[src/rtl/benes_loop_colorer.sv]
// Looping-algorithm colourer for the outer stages of an 8-port Benes network.
// Each input/output is assigned to the upper (0) or lower (1) subnetwork, walking one constraint step per clock.
module benes_loop_colorer (
  input  logic       clk,
  input  logic       areset,
  input  logic       start,
  input  logic [2:0] mp0,
  input  logic [2:0] mp1,
  input  logic [2:0] mp2,
  input  logic [2:0] mp3,
  input  logic [2:0] mp4,
  input  logic [2:0] mp5,
  input  logic [2:0] mp6,
  input  logic [2:0] mp7,
  output logic [7:0] ci,
  output logic [7:0] co,
  output logic       done
);

  typedef enum logic [1:0] {IDLE, SEED, WALK, DONE} state_t;

  state_t     state_reg;
  logic [2:0] mpl_reg [8];
  logic [3:0] visited_reg;
  logic [2:0] cur_reg;
  logic [7:0] ci_reg;
  logic [7:0] co_reg;
  logic       done_reg;

  logic [2:0] mp_in [8];
  logic [2:0] mn [8];
  logic [2:0] nb [8];

  assign mp_in[0] = mp0;
  assign mp_in[1] = mp1;
  assign mp_in[2] = mp2;
  assign mp_in[3] = mp3;
  assign mp_in[4] = mp4;
  assign mp_in[5] = mp5;
  assign mp_in[6] = mp6;
  assign mp_in[7] = mp7;

  // Inverse permutation; unreached entries default to 0 for a non-permutation.
  always_comb begin
    for (int v = 0; v < 8; v++) mn[v] = 3'd0;
    for (int i = 0; i < 8; i++) mn[mpl_reg[i]] = 3'(i);
  end

  // nb[i] shares an output switch with input i, so it must take the other colour.
  genvar gi;
  generate
    for (gi = 0; gi < 8; gi++) begin : g_nb
      assign nb[gi] = mn[mpl_reg[gi] ^ 3'd1];
    end
  endgenerate

  logic       seed_found;
  logic [1:0] seed_k;

  always_comb begin
    seed_found = 1'b0;
    seed_k     = 2'd0;
    for (int k = 3; k >= 0; k--) begin
      if (!visited_reg[k]) begin
        seed_found = 1'b1;
        seed_k     = 2'(k);
      end
    end
  end

  logic [2:0] walk_j;
  logic [2:0] walk_jp;
  logic       walk_c;
  logic       walk_closed;
  logic [2:0] seed_lo;
  logic [2:0] seed_hi;

  assign walk_j      = nb[cur_reg];
  assign walk_jp     = walk_j ^ 3'd1;
  assign walk_c      = ci_reg[cur_reg];
  assign walk_closed = visited_reg[walk_j[2:1]];
  assign seed_lo     = {seed_k, 1'b0};
  assign seed_hi     = {seed_k, 1'b1};

  always_ff @(posedge clk) begin
    if (!areset) begin
      state_reg   <= IDLE;
      visited_reg <= 4'd0;
      cur_reg     <= 3'd0;
      ci_reg      <= 8'd0;
      co_reg      <= 8'd0;
      done_reg    <= 1'b0;
      for (int i = 0; i < 8; i++) mpl_reg[i] <= 3'd0;
    end else begin
      case (state_reg)
        IDLE, DONE: begin
          if (start) begin
            for (int i = 0; i < 8; i++) mpl_reg[i] <= mp_in[i];
            visited_reg <= 4'd0;
            ci_reg      <= 8'd0;
            co_reg      <= 8'd0;
            done_reg    <= 1'b0;
            state_reg   <= SEED;
          end
        end
        SEED: begin
          if (!seed_found) begin
            done_reg  <= 1'b1;
            state_reg <= DONE;
          end else begin
            ci_reg[seed_lo]          <= 1'b0;
            ci_reg[seed_hi]          <= 1'b1;
            co_reg[mpl_reg[seed_lo]] <= 1'b0;
            co_reg[mpl_reg[seed_hi]] <= 1'b1;
            visited_reg[seed_k]      <= 1'b1;
            cur_reg                  <= seed_lo;
            state_reg                <= WALK;
          end
        end
        WALK: begin
          if (walk_closed) begin
            state_reg <= SEED;
          end else begin
            ci_reg[walk_j]               <= ~walk_c;
            ci_reg[walk_jp]              <= walk_c;
            co_reg[mpl_reg[walk_j]]      <= ~walk_c;
            co_reg[mpl_reg[walk_jp]]     <= walk_c;
            visited_reg[walk_j[2:1]]     <= 1'b1;
            cur_reg                      <= walk_jp;
          end
        end
        default: state_reg <= IDLE;
      endcase
    end
  end

  assign ci   = ci_reg;
  assign co   = co_reg;
  assign done = done_reg;

endmodule

[config.mk]
export PLATFORM = sky130hd
export DESIGN_NAME = benes_loop_colorer
export DESIGN_NICKNAME = d
export VERILOG_FILES = /design/src/rtl/benes_loop_colorer.sv
export SDC_FILE = /design/constraint.sdc
export NUM_CORES = 1
export LEC_CHECK = 0
export CAP_MARGIN = 20
export CORE_ASPECT_RATIO = 1.75
export CORE_UTILIZATION = 59
export CTS_CLUSTER_DIAMETER = 150
export DETAILED_ROUTE_END_ITERATION = 8
export PLACE_DENSITY = 0.8
export REMOVE_ABC_BUFFERS = 1
export SLEW_MARGIN = 20
export SYNTH_ARGS = -nofsm -noshare
export SYNTH_HDL_FRONTEND = slang
export SYNTH_SLANG_ARGS = --single-unit
[constraint.sdc]
create_clock -name clk -period 5.8 [get_ports clk]
set_clock_uncertainty 0.05 [all_clocks]
set_input_delay 1.16 -clock clk [delete_from_list [all_inputs] [get_ports clk]]
set_output_delay 1.16 -clock clk [all_outputs]
set_load 0.01 [all_outputs]
==> metrics.cfg, run 1 <==
[placement]
place_ws_ns=0.7251
gp_congestion=1.220
dp.cells=949
place.detailed.hpwl_um=22150
io_buffers=43

[grt]
grt_usage=0.6113
grt_pass1_vias=8425
grt_max_degree=27
grt_pass1_wl_um=50950
grt_overflow=6

[synth]
yosysWarnings=0
yosysTopAreaCell=edfxtp_1
ys_seq_area_frac=0.1971
synthFlopType=dfxtp_1
synth-edff-count=24
syn_area_um2=6297
async_flop_share=0
synthDistinctLibCells=77
synth_top_area_frac=0.1144
syn-mean-instance-area_um2=7.717
yosys.cell_count.top_type=nand2_1
synth_common_cells=nand2_1 (63), nor2_1 (57), o21ai_0 (43), a21oi_1 (39), nand3_1 (37)
synth_seq_cells=50
syn_inst=816
ys_top_cells_by_area=edfxtp_1 (11%), dfxtp_1 (8.3%), mux4_2 (4.6%), mux2i_1 (4.1%), nand2_1 (3.8%)

[clock_tree]
cts_buffers=5
ctsHoldBuffers=0
clock-sinks=50
clock_path_buffers=2
post_cts_buffers=0
ctsRootBufferMaster=clkbuf_16
cts_resized=0
htree_levels=2

[floorplanning]
initial_core_util=0.6114
io_pins=44
die_x_um=80.10
rows=49
dieHeight_um=138.7

[status]
failed_stage=global routing
status=stopped before the end
tool.error=[ERROR GRT-0116] Global routing finished with congestion. Check the congestion regions in the DRC Viewer.

[logic make-up after synthesis]
kind of cell | count (synthesis) | share of synthesized area
AOI/OAI and AO/OA | 258 | 0.2829
xor gates and xnor gates | 2 | 0.002782
adders and majority gates | 2 | 0.003973
buffers and inverters | 94 | 0.07590
DFF | 50 | 0.1971
muxes | 48 | 0.1099
and+or+nand+nor | 362 | 0.3274
[through the flow]
stage	cell area [um^2]	hold WS, ns
after CTS	6934	0.4487
after detailed placement	6766	0.4353
after global placement	6766	0.4146
after floorplan	5894	0.4318
[per-layer routing]
metal,overflow,track usage
met1,0,0.6105
met2,3,0.8264
met3,0,0.3770
met5,0,0.03810
met4,3,0.6118
==> run 2: changes to the inputs <==
--- a/config.mk
+++ b/config.mk
@@ -6,11 +6,9 @@
 export NUM_CORES = 1
 export LEC_CHECK = 0
 export CAP_MARGIN = 20
-export CORE_ASPECT_RATIO = 1.75
-export CORE_UTILIZATION = 59
-export CTS_CLUSTER_DIAMETER = 150
+export CORE_UTILIZATION = 40
 export DETAILED_ROUTE_END_ITERATION = 8
-export PLACE_DENSITY = 0.8
+export PLACE_DENSITY_LB_ADDON = 0.15
 export REMOVE_ABC_BUFFERS = 1
 export SLEW_MARGIN = 20
 export SYNTH_ARGS = -nofsm -noshare
==> metrics.cfg, run 2 <==
[final_layout]
antenna_cells=0
regArea_um2=1241
layout_commonest_cell=nand2_1
nFillCells=1536
most-common-layout-cells=nand2_1 (63), nor2_1 (57), o21ai_0 (43), clkdlybuf4s50_1 (43), buf_4 (43)
multiInputGateArea_um2=4588
syn2layout_area_growth_pct=12.60
final_layout_size_suffix_gt1_frac=0.1208
largest_register_ffs=24
nNetsFinal=864

[sta]
hold_viol=0
finalSetupTns_ns=0
timing.fmax_mhz=182.5
timing.final.crit_share=0.9446
final_max_slew_viol_count=0
slew_headroom=0.2531
tightest_slew_ns=1.112
min_period_ns=5.479
rsz0062_at_grt=false
setup_viol=0
whs_ns=0.4286
setup_slack_ns=0.3211

[synth]
synth-edff-count=24  ; unchanged
ys_top_cells_by_area=edfxtp_1 (11%), dfxtp_1 (8.3%), mux4_2 (4.6%), mux2i_1 (4.1%), nand2_1 (3.8%)  ; unchanged
ys_seq_area_frac=0.1971  ; unchanged
syn_inst=816  ; unchanged
yosysTopAreaCell=edfxtp_1  ; unchanged
synth_seq_cells=50  ; unchanged
yosysWarnings=0  ; unchanged
yosys.cell_count.top_type=nand2_1  ; unchanged
async_flop_share=0  ; unchanged
synth_top_area_frac=0.1144  ; unchanged
syn_area_um2=6297  ; unchanged
synthDistinctLibCells=77  ; unchanged
synth_common_cells=nand2_1 (63), nor2_1 (57), o21ai_0 (43), a21oi_1 (39), nand3_1 (37)  ; unchanged
syn-mean-instance-area_um2=7.717  ; unchanged
synthFlopType=dfxtp_1  ; unchanged

[drt]
num_vias=7529
via_per_inst=7.191
drc=0
wl_per_cell_um=27.54
drt_first_pass_iters=8
drt_iter0_drc=1261
wl_um=28830
ant_nets=0

[grt]
grt_usage=0.3563
grt_max_degree=25
grt_pass1_vias=7014
grt_pass1_wl_um=43320
grt_overflow=0
antenna_found_initial=0

[clock_tree]
post_cts_buffers=0  ; unchanged
htree_levels=2  ; unchanged
insertion_delay_ns=0.31
cts_resized=0  ; unchanged
cts_tree=done
ctsHoldBuffers=0  ; unchanged
clock-sinks=50  ; unchanged
ctsRootBufferMaster=clkbuf_16  ; unchanged
clock_path_buffers=2  ; unchanged
path_clk_slew_ns=0.07
cts_buffers=5  ; unchanged

[worst_setup_path]
crit_path_end_kind=flip-flop
r2r_setup_slack_ns=0.32
startpoint_type=flip-flop
path_class=reg2reg
worstRegToRegCells=14
cp_max_fo=22
crit_required_ns=5.95
worstPathArrival_ns=5.63

[placement]
gp_congestion=1.097  ; was 1.220
place.detailed.hpwl_um=21380  ; was 22150 um
place_ws_ns=0.2164  ; was 0.7251 ns
io_buffers=43  ; unchanged

[floorplanning]
initial_core_util=0.4127  ; was 0.6114
rows=45  ; was 49
die_x_um=127.5  ; was 80.10 um
core_area_um2=15260
dieArea_um2=16250
io_pins=44  ; unchanged
dieHeight_um=127.5  ; was 138.7 um

[pwr]
p_per_area_nw_per_um2=524.8
power_leakage_nw=2.462
ir_worst_vdd_v=0.0003147

[worst_hold_path]
holdPathStages=2
hold_class=reg2reg

[run]
maxCapViolCount=0

[status]
status=completed  ; was stopped before the end

## run 2: kinds of logic (layout without fill, tap and decap cells)
family	Yosys count	after routing	share of synthesized area
mux	48	48	0.1099
simple gates	362	362	0.3274
compound gates	258	258	0.2829
flops	50	50	0.1971
buf+inv	94	114	0.07590
fa+ha+maj	2	2	0.003973
xor+xnor	2	2	0.002782
## run 2: routing by layer
metal / global-route usage / routed length, um / share of wire / up-vias
li1: - / - / - / 3213
met1: 0.4862 / 11650 / 0.40 / 3535
met2: 0.5024 / 11640 / 0.40 / 641
met3: 0.1122 / 3995 / 0.14 / 140
met4: 0.1758 / 1549 / 0.054 / 0
met5: 0 / 0 / 0 / -
## run 2: worst paths after layout
kind	startpoint	to
min	ci[0]	ci[0]
max reg2reg	mpl_reg[5][2]	co[4]
max	mpl_reg[5][2]	co[4]
min reg2reg	ci[0]	ci[0]
## run 2: cell type report
type                            count  share of cell area
Clock buffer                        5             0.01765
Clock inverter                      3            0.006176
Inverter                           20             0.01059
Multi-Input combinational cell    672              0.6471
Sequential cell                    50              0.1750
Tap cell                          211             0.03723
Timing Repair Buffer               86              0.1062
## run 2: through the flow
step / util / instance area (um^2) / total power [W] / instances
2_1_floorplan: - / 5894 / 0.002361 / 742
3_3_place_gp: 0.4533 / 6917 / 0.003252 / 1039
3_5_place_dp: 0.4533 / 6917 / 0.003239 / 1039
4_1_cts: 0.4644 / 7086 / 0.003597 / 1047
5_1_grt: 0.4647 / 7091 / 0.003891 / 1047
6_report: 0.4647 / 7091 / 0.003721 / 1047
## run 2: report_power, final
| group | switching, W | total, W | leakage (nW) | internal, W |
|---|---|---|---|---|
| clock | 0.000146 | 0.000351 | 0.0842 | 0.000205 |
| sequential | 0.000254 | 0.000697 | 0.468 | 0.000443 |
| combinational | 0.00166 | 0.00267 | 1.91 | 0.00102 |
## run 2: worst max-delay path, cell delays in order (launching register included)
cell	delay, ns
edfxtp_1	0.94
nand3_1	0.51
o211a_1	0.32
o21ai_1	0.52
mux2i_1	0.18
o311ai_1	0.26
o221ai_1	0.16
a22oi_2	0.67
buf_4	0.33
mux2i_1	0.23
mux2i_1	0.13
mux2_2	0.34
nor2_1	0.24
a21oi_1	0.12
a221o_1	0.36
Note: power is estimated with default switching activity, not from simulation.
==> run 3: changes to the inputs <==
--- a/config.mk
+++ b/config.mk
@@ -5,7 +5,6 @@
 export SDC_FILE = /design/constraint.sdc
 export NUM_CORES = 1
 export LEC_CHECK = 0
-export CAP_MARGIN = 20
 export CORE_UTILIZATION = 40
 export DETAILED_ROUTE_END_ITERATION = 8
 export PLACE_DENSITY_LB_ADDON = 0.15
==> constraint.sdc (replaced) <==
create_clock -name clk -period 5.7 [get_ports clk]
set_clock_uncertainty 0.05 [all_clocks]
set_input_delay 1.14 -clock clk [delete_from_list [all_inputs] [get_ports clk]]
set_output_delay 1.14 -clock clk [all_outputs]
set_load 0.01 [all_outputs]
==> metrics.cfg, run 3 (same netlist as run 2, synthesis figures left out) <==
[worst_setup_path]
startpoint_type=flip-flop  ; unchanged
crit_required_ns=5.83  ; was 5.95 ns
cp_max_fo=13  ; was 22
cp_slowest_cell=edfxtp_1  ; unchanged
slowest_delay_ns=0.68  ; was 0.94 ns
worstPathArrival_ns=5.51  ; was 5.63 ns
critPathMostFrequentCell=buf_4  ; was mux2i_1
crit_family=compound AO/OA/AOI/OAI gates  ; unchanged
crit_path_end_kind=flip-flop  ; unchanged
path_buf_inv=2  ; was 1
path_class=reg2reg  ; unchanged
cp_cell_sequence=buf_4 > or3b_1 > o311a_1 > o21ai_1 > mux2i_1 > o311ai_1 > o221ai_1 > a22oi_2 > buf_4 > mux4_2 > and2_4 > o21a_1 > a211oi_1 > o211ai_1  ; was nand3_1 > o211a_1 > o21ai_1 > mux2i_1 > o311ai_1 > o221ai_1 > a22oi_2 > buf_4 > mux2i_1 > mux2i_1 > mux2_2 > nor2_1 > a21oi_1 > a221o_1

[sta]
setup_viol=0  ; unchanged
timing.final.crit_share=0.9434  ; was 0.9446
finalSetupTns_ns=0  ; unchanged
min_period_ns=5.378  ; was 5.479 ns
final_max_slew_viol_count=0  ; unchanged
rsz0062_at_grt=false  ; unchanged
whs_ns=0.4281  ; was 0.4286 ns
slew_headroom=0.2997  ; was 0.2531
tightest_slew_ns=1.042  ; was 1.112 ns
timing.fmax_mhz=186.0  ; was 182.5 MHz
hold_viol=0  ; unchanged

[grt]
grt_max_degree=25  ; unchanged
grt_usage=0.3541  ; was 0.3563
grt_pass1_wl_um=42880  ; was 43320 um
antenna_found_initial=0  ; unchanged
grt_overflow=0  ; unchanged
grt_pass1_vias=6813  ; was 7014

[floorplanning]
dieArea_um2=16250  ; unchanged
die_x_um=127.5  ; unchanged
io_pins=44  ; unchanged
dieHeight_um=127.5  ; unchanged
core_area_um2=15260  ; unchanged
initial_core_util=0.4127  ; unchanged
rows=45  ; unchanged

[drt]
num_vias=7607  ; was 7529
drc=0  ; unchanged
wl_um=28810  ; was 28830 um
drt_first_pass_iters=8  ; unchanged
wl_per_cell_um=27.36  ; was 27.54 um
via_per_inst=7.224  ; was 7.191
ant_nets=0  ; unchanged
drt_iter0_drc=1402  ; was 1261

[final_layout]
antenna_cells=0  ; unchanged
final_cells=1053  ; was 1047
finish.instance_area_um2=7143  ; was 7091 um^2
multiInputGateArea_um2=4583  ; was 4588 um^2
most-common-layout-cells=nand2_1 (63), nor2_1 (57), buf_4 (48), o21ai_0 (43), clkdlybuf4s50_1 (43)  ; was nand2_1 (63), nor2_1 (57), o21ai_0 (43), clkdlybuf4s50_1 (43), buf_4 (43)
nFillCells=1512  ; was 1536
final_layout_size_suffix_gt1_frac=0.1259  ; was 0.1208
layout_commonest_cell=nand2_1  ; unchanged
nNetsFinal=870  ; was 864
final_util=0.4681  ; was 0.4647
regArea_um2=1241  ; unchanged
largest_register_ffs=24  ; unchanged
syn2layout_area_growth_pct=13.43  ; was 12.60%

[pwr]
pwr-share-clk=0.095  ; was 0.094
switchingPower_w=0.002075  ; was 0.002055 W
power_leakage_nw=2.493  ; was 2.462 nW
sequentialPowerShare=0.186  ; was 0.187
p_per_area_nw_per_um2=531.5  ; was 524.8 nW/um^2
comb_power_share=0.719  ; was 0.718
ir_worst_vdd_v=0.0002847  ; was 0.0003147 V
swShare=0.5465  ; was 0.5524
p_int_w=0.001722  ; was 0.001666 W

[clock_tree]
insertion_delay_ns=0.31  ; about the same
ctsHoldBuffers=0  ; unchanged
htree_levels=2  ; unchanged
clock_path_buffers=2  ; unchanged
clock-sinks=50  ; unchanged
post_cts_buffers=0  ; unchanged
cts_resized=0  ; unchanged
path_clk_slew_ns=0.07  ; about the same
ctsRootBufferMaster=clkbuf_16  ; unchanged
cts_tree=done  ; unchanged
cts_buffers=5  ; unchanged

[placement]
place.detailed.hpwl_um=21550  ; was 21380 um
gp_congestion=1.061  ; was 1.097
io_buffers=43  ; unchanged
dp.cells=1045  ; was 1039
placed_area_um2=6974  ; was 6917 um^2

[status]
status=completed  ; unchanged

[run]
maxCapViolCount=0  ; unchanged

[worst_hold_path]
hold_class=reg2reg  ; unchanged

## run 3: tightest hold or removal path: cells and delay by family (launching register included)
family / cells / cell delay, ns
AOI/OAI and AO/OA: 1 / 0.06
buffers and inverters: 1 / 0.05
DFF: 1 / 0.32
## run 3: metrics by stage
stage          worst slack (ns)  power (W)
4_1_cts                  0.5024   0.003682
2_1_floorplan            0.6984   0.002402
3_5_place_dp             0.5092   0.003314
6_report                 0.3225   0.003797
3_3_place_gp             0.3570   0.003335
5_1_grt                 0.04523   0.003962
## run 3: final timing paths
check        cells after the start  slack [ns]    end     startpoint
max                             14        0.32  co[7]  mpl_reg[5][1]
min                              2        0.43  ci[2]          ci[2]
max reg2reg                     14        0.32  co[7]  mpl_reg[5][1]
min reg2reg                      2        0.43  ci[2]          ci[2]
## run 3: layer usage
layer / wire [um] / global-route usage / share of wire / up-vias
met5: 0 / 0 / 0 / -
met1: 11640 / 0.4953 / 0.40 / 3575
met2: 11420 / 0.4973 / 0.40 / 655
li1: - / - / - / 3224
met4: 1736 / 0.1765 / 0.060 / 0
met3: 4010 / 0.09338 / 0.14 / 153
## run 3: area by class of cell
type / instances / share of cell area
clock inverter: 3 / 0.006131
sequential: 50 / 0.1738
clock buffer: 5 / 0.01752
timing repair buffer: 92 / 0.1135
inverter: 20 / 0.01051
tap: 211 / 0.03696
multi-input combinational: 672 / 0.6416
## run 3: power groups by stage
stage / Clock [W] / Sequential [W] / Combinational (W)
2_1_floorplan: 0 / 0.000607 / 0.00180
3_3_place_gp: 0 / 0.000693 / 0.00264
3_5_place_dp: 0 / 0.000691 / 0.00262
4_1_cts: 0.000366 / 0.000683 / 0.00263
5_1_grt: 0.000377 / 0.000701 / 0.00288
6_report: 0.000361 / 0.000707 / 0.00273
==> run 4: changes to the inputs <==
--- a/config.mk
+++ b/config.mk
@@ -7,7 +7,7 @@
 export LEC_CHECK = 0
 export CORE_UTILIZATION = 40
 export DETAILED_ROUTE_END_ITERATION = 8
-export PLACE_DENSITY_LB_ADDON = 0.15
+export PLACE_DENSITY = 0.58
 export REMOVE_ABC_BUFFERS = 1
 export SLEW_MARGIN = 20
 export SYNTH_ARGS = -nofsm -noshare
==> metrics.cfg, run 4 (same netlist as run 2, synthesis figures left out) <==
[final_layout]
largest_register_ffs=24  ; unchanged
antenna_cells=0  ; unchanged
nNetsFinal=875  ; was 870
final_layout_size_suffix_gt1_frac=0.1311  ; was 0.1259
multiInputGateArea_um2=4583  ; unchanged
regArea_um2=1241  ; unchanged
nFillCells=1565  ; was 1512
most-common-layout-cells=nand2_1 (63), nor2_1 (57), buf_4 (52), o21ai_0 (43), clkdlybuf4s50_1 (43)  ; was nand2_1 (63), nor2_1 (57), buf_4 (48), o21ai_0 (43), clkdlybuf4s50_1 (43)
syn2layout_area_growth_pct=13.99  ; was 13.43%
layout_commonest_cell=nand2_1  ; unchanged

[grt]
grt_max_degree=27  ; was 25
grt_pass1_vias=7121  ; was 6813
antenna_found_initial=0  ; unchanged
grt_pass1_wl_um=44340  ; was 42880 um
grt_usage=0.3651  ; was 0.3541
grt_overflow=0  ; unchanged

[drt]
wl_per_cell_um=28.16  ; was 27.36 um
drt_iter0_drc=1161  ; was 1402
drc=0  ; unchanged
via_per_inst=7.222  ; was 7.224
wl_um=29800  ; was 28810 um
drt_first_pass_iters=9  ; was 8
num_vias=7641  ; was 7607
ant_nets=0  ; unchanged

[sta]
timing.final.crit_share=0.9310  ; was 0.9434
slew_headroom=0.2288  ; was 0.2997
min_period_ns=5.307  ; was 5.378 ns
hold_viol=0  ; unchanged
setup_viol=0  ; unchanged
final_max_slew_viol_count=0  ; unchanged
rsz0062_at_grt=false  ; unchanged
setup_slack_ns=0.3934  ; was 0.3225 ns
tightest_slew_ns=1.146  ; was 1.042 ns
finalSetupTns_ns=0  ; unchanged
timing.fmax_mhz=188.4  ; was 186.0 MHz

[placement]
io_buffers=43  ; unchanged
gp_congestion=1.056  ; was 1.061
place.detailed.hpwl_um=22080  ; was 21550 um
place_ws_ns=0.6137  ; was 0.5092 ns

[floorplanning]
dieArea_um2=16250  ; unchanged
initial_core_util=0.4127  ; unchanged
die_x_um=127.5  ; unchanged
dieHeight_um=127.5  ; unchanged
core_area_um2=15260  ; unchanged
io_pins=44  ; unchanged
rows=45  ; unchanged

[clock_tree]
ctsRootBufferMaster=clkbuf_16  ; unchanged
htree_levels=2  ; unchanged
clock-sinks=50  ; unchanged
cts_tree=done  ; unchanged
insertion_delay_ns=0.31  ; about the same
cts_buffers=5  ; unchanged
cts_resized=0  ; unchanged
post_cts_buffers=0  ; unchanged
path_clk_slew_ns=0.08  ; was 0.07 ns
ctsHoldBuffers=0  ; unchanged
clock_path_buffers=2  ; unchanged

[worst_setup_path]
cp_max_fo=24  ; was 13
worstPathArrival_ns=5.44  ; was 5.51 ns
crit_path_end_kind=flip-flop  ; unchanged
startpoint_type=flip-flop  ; unchanged
setup.worst_path.start=mpl_reg[5][0]  ; was mpl_reg[5][1]
reg2reg_from=mpl_reg[5][0]  ; was mpl_reg[5][1]
crit_required_ns=5.83  ; about the same
path_class=reg2reg  ; unchanged
r2r_setup_slack_ns=0.39  ; was 0.32 ns

[worst_hold_path]
hold_start=ci[0]  ; was ci[2]
hold_class=reg2reg  ; unchanged

[pwr]
ir_worst_vdd_v=0.0003951  ; was 0.0002847 V
p_per_area_nw_per_um2=539.1  ; was 531.5 nW/um^2
power_leakage_nw=2.514  ; was 2.493 nW
fin_total_pwr_w=0.003870  ; was 0.003797 W

[run]
maxCapViolCount=0  ; unchanged

[status]
status=completed  ; unchanged

## run 4: stage by stage
step / area (um^2) / hold slack (ns) / cells / utilization
finish: 7178 / 0.4209 / 1058 / 0.4704
global route: 7178 / 0.4445 / 1058 / 0.4704
CTS: 7178 / 0.4206 / 1058 / 0.4704
detailed placement: 7024 / 0.4100 / 1050 / 0.4604
global placement: 7024 / 0.4128 / 1050 / 0.4604
floorplan: 5894 / 0.4318 / 742 / -
## run 4: path summary, 6_finish.rpt
path	end	depth (start not counted)
min	ci[0]	2
max	co[3]	14
min reg2reg	ci[0]	2
max reg2reg	co[3]	14
## run 4: layout make-up
type,count,share of cell area
Tap cell,211,0.03678
Inverter,20,0.01046
Clock buffer,5,0.01743
Multi-Input combinational cell,672,0.6385
Clock inverter,3,0.004009
Timing Repair Buffer,97,0.1199
Sequential cell,50,0.1729
## run 4: critical path: stages, from the launching register on
cell	delay, ns
edfxtp_1	1.00
or3b_1	0.59
o311a_1	0.28
o21ai_1	0.56
mux2i_1	0.15
o311ai_1	0.27
o221ai_1	0.23
a22oi_2	0.25
buf_12	0.21
mux4_1	0.63
mux2i_1	0.20
nand2b_1	0.16
o21a_1	0.20
a211oi_1	0.22
o221ai_1	0.15
## run 4: routing by layer
layer	vias to the layer above	GRT usage	part of all wire
met5	-	0	0
met4	0	0.1905	0.056
met3	136	0.1089	0.14
met2	661	0.5040	0.40
met1	3605	0.5071	0.40
li1	3239	-	-
## run 4: report_power, final
part           internal (W)  switching, W
sequential         0.000451      0.000241
clock              0.000169      0.000160
combinational       0.00112       0.00173
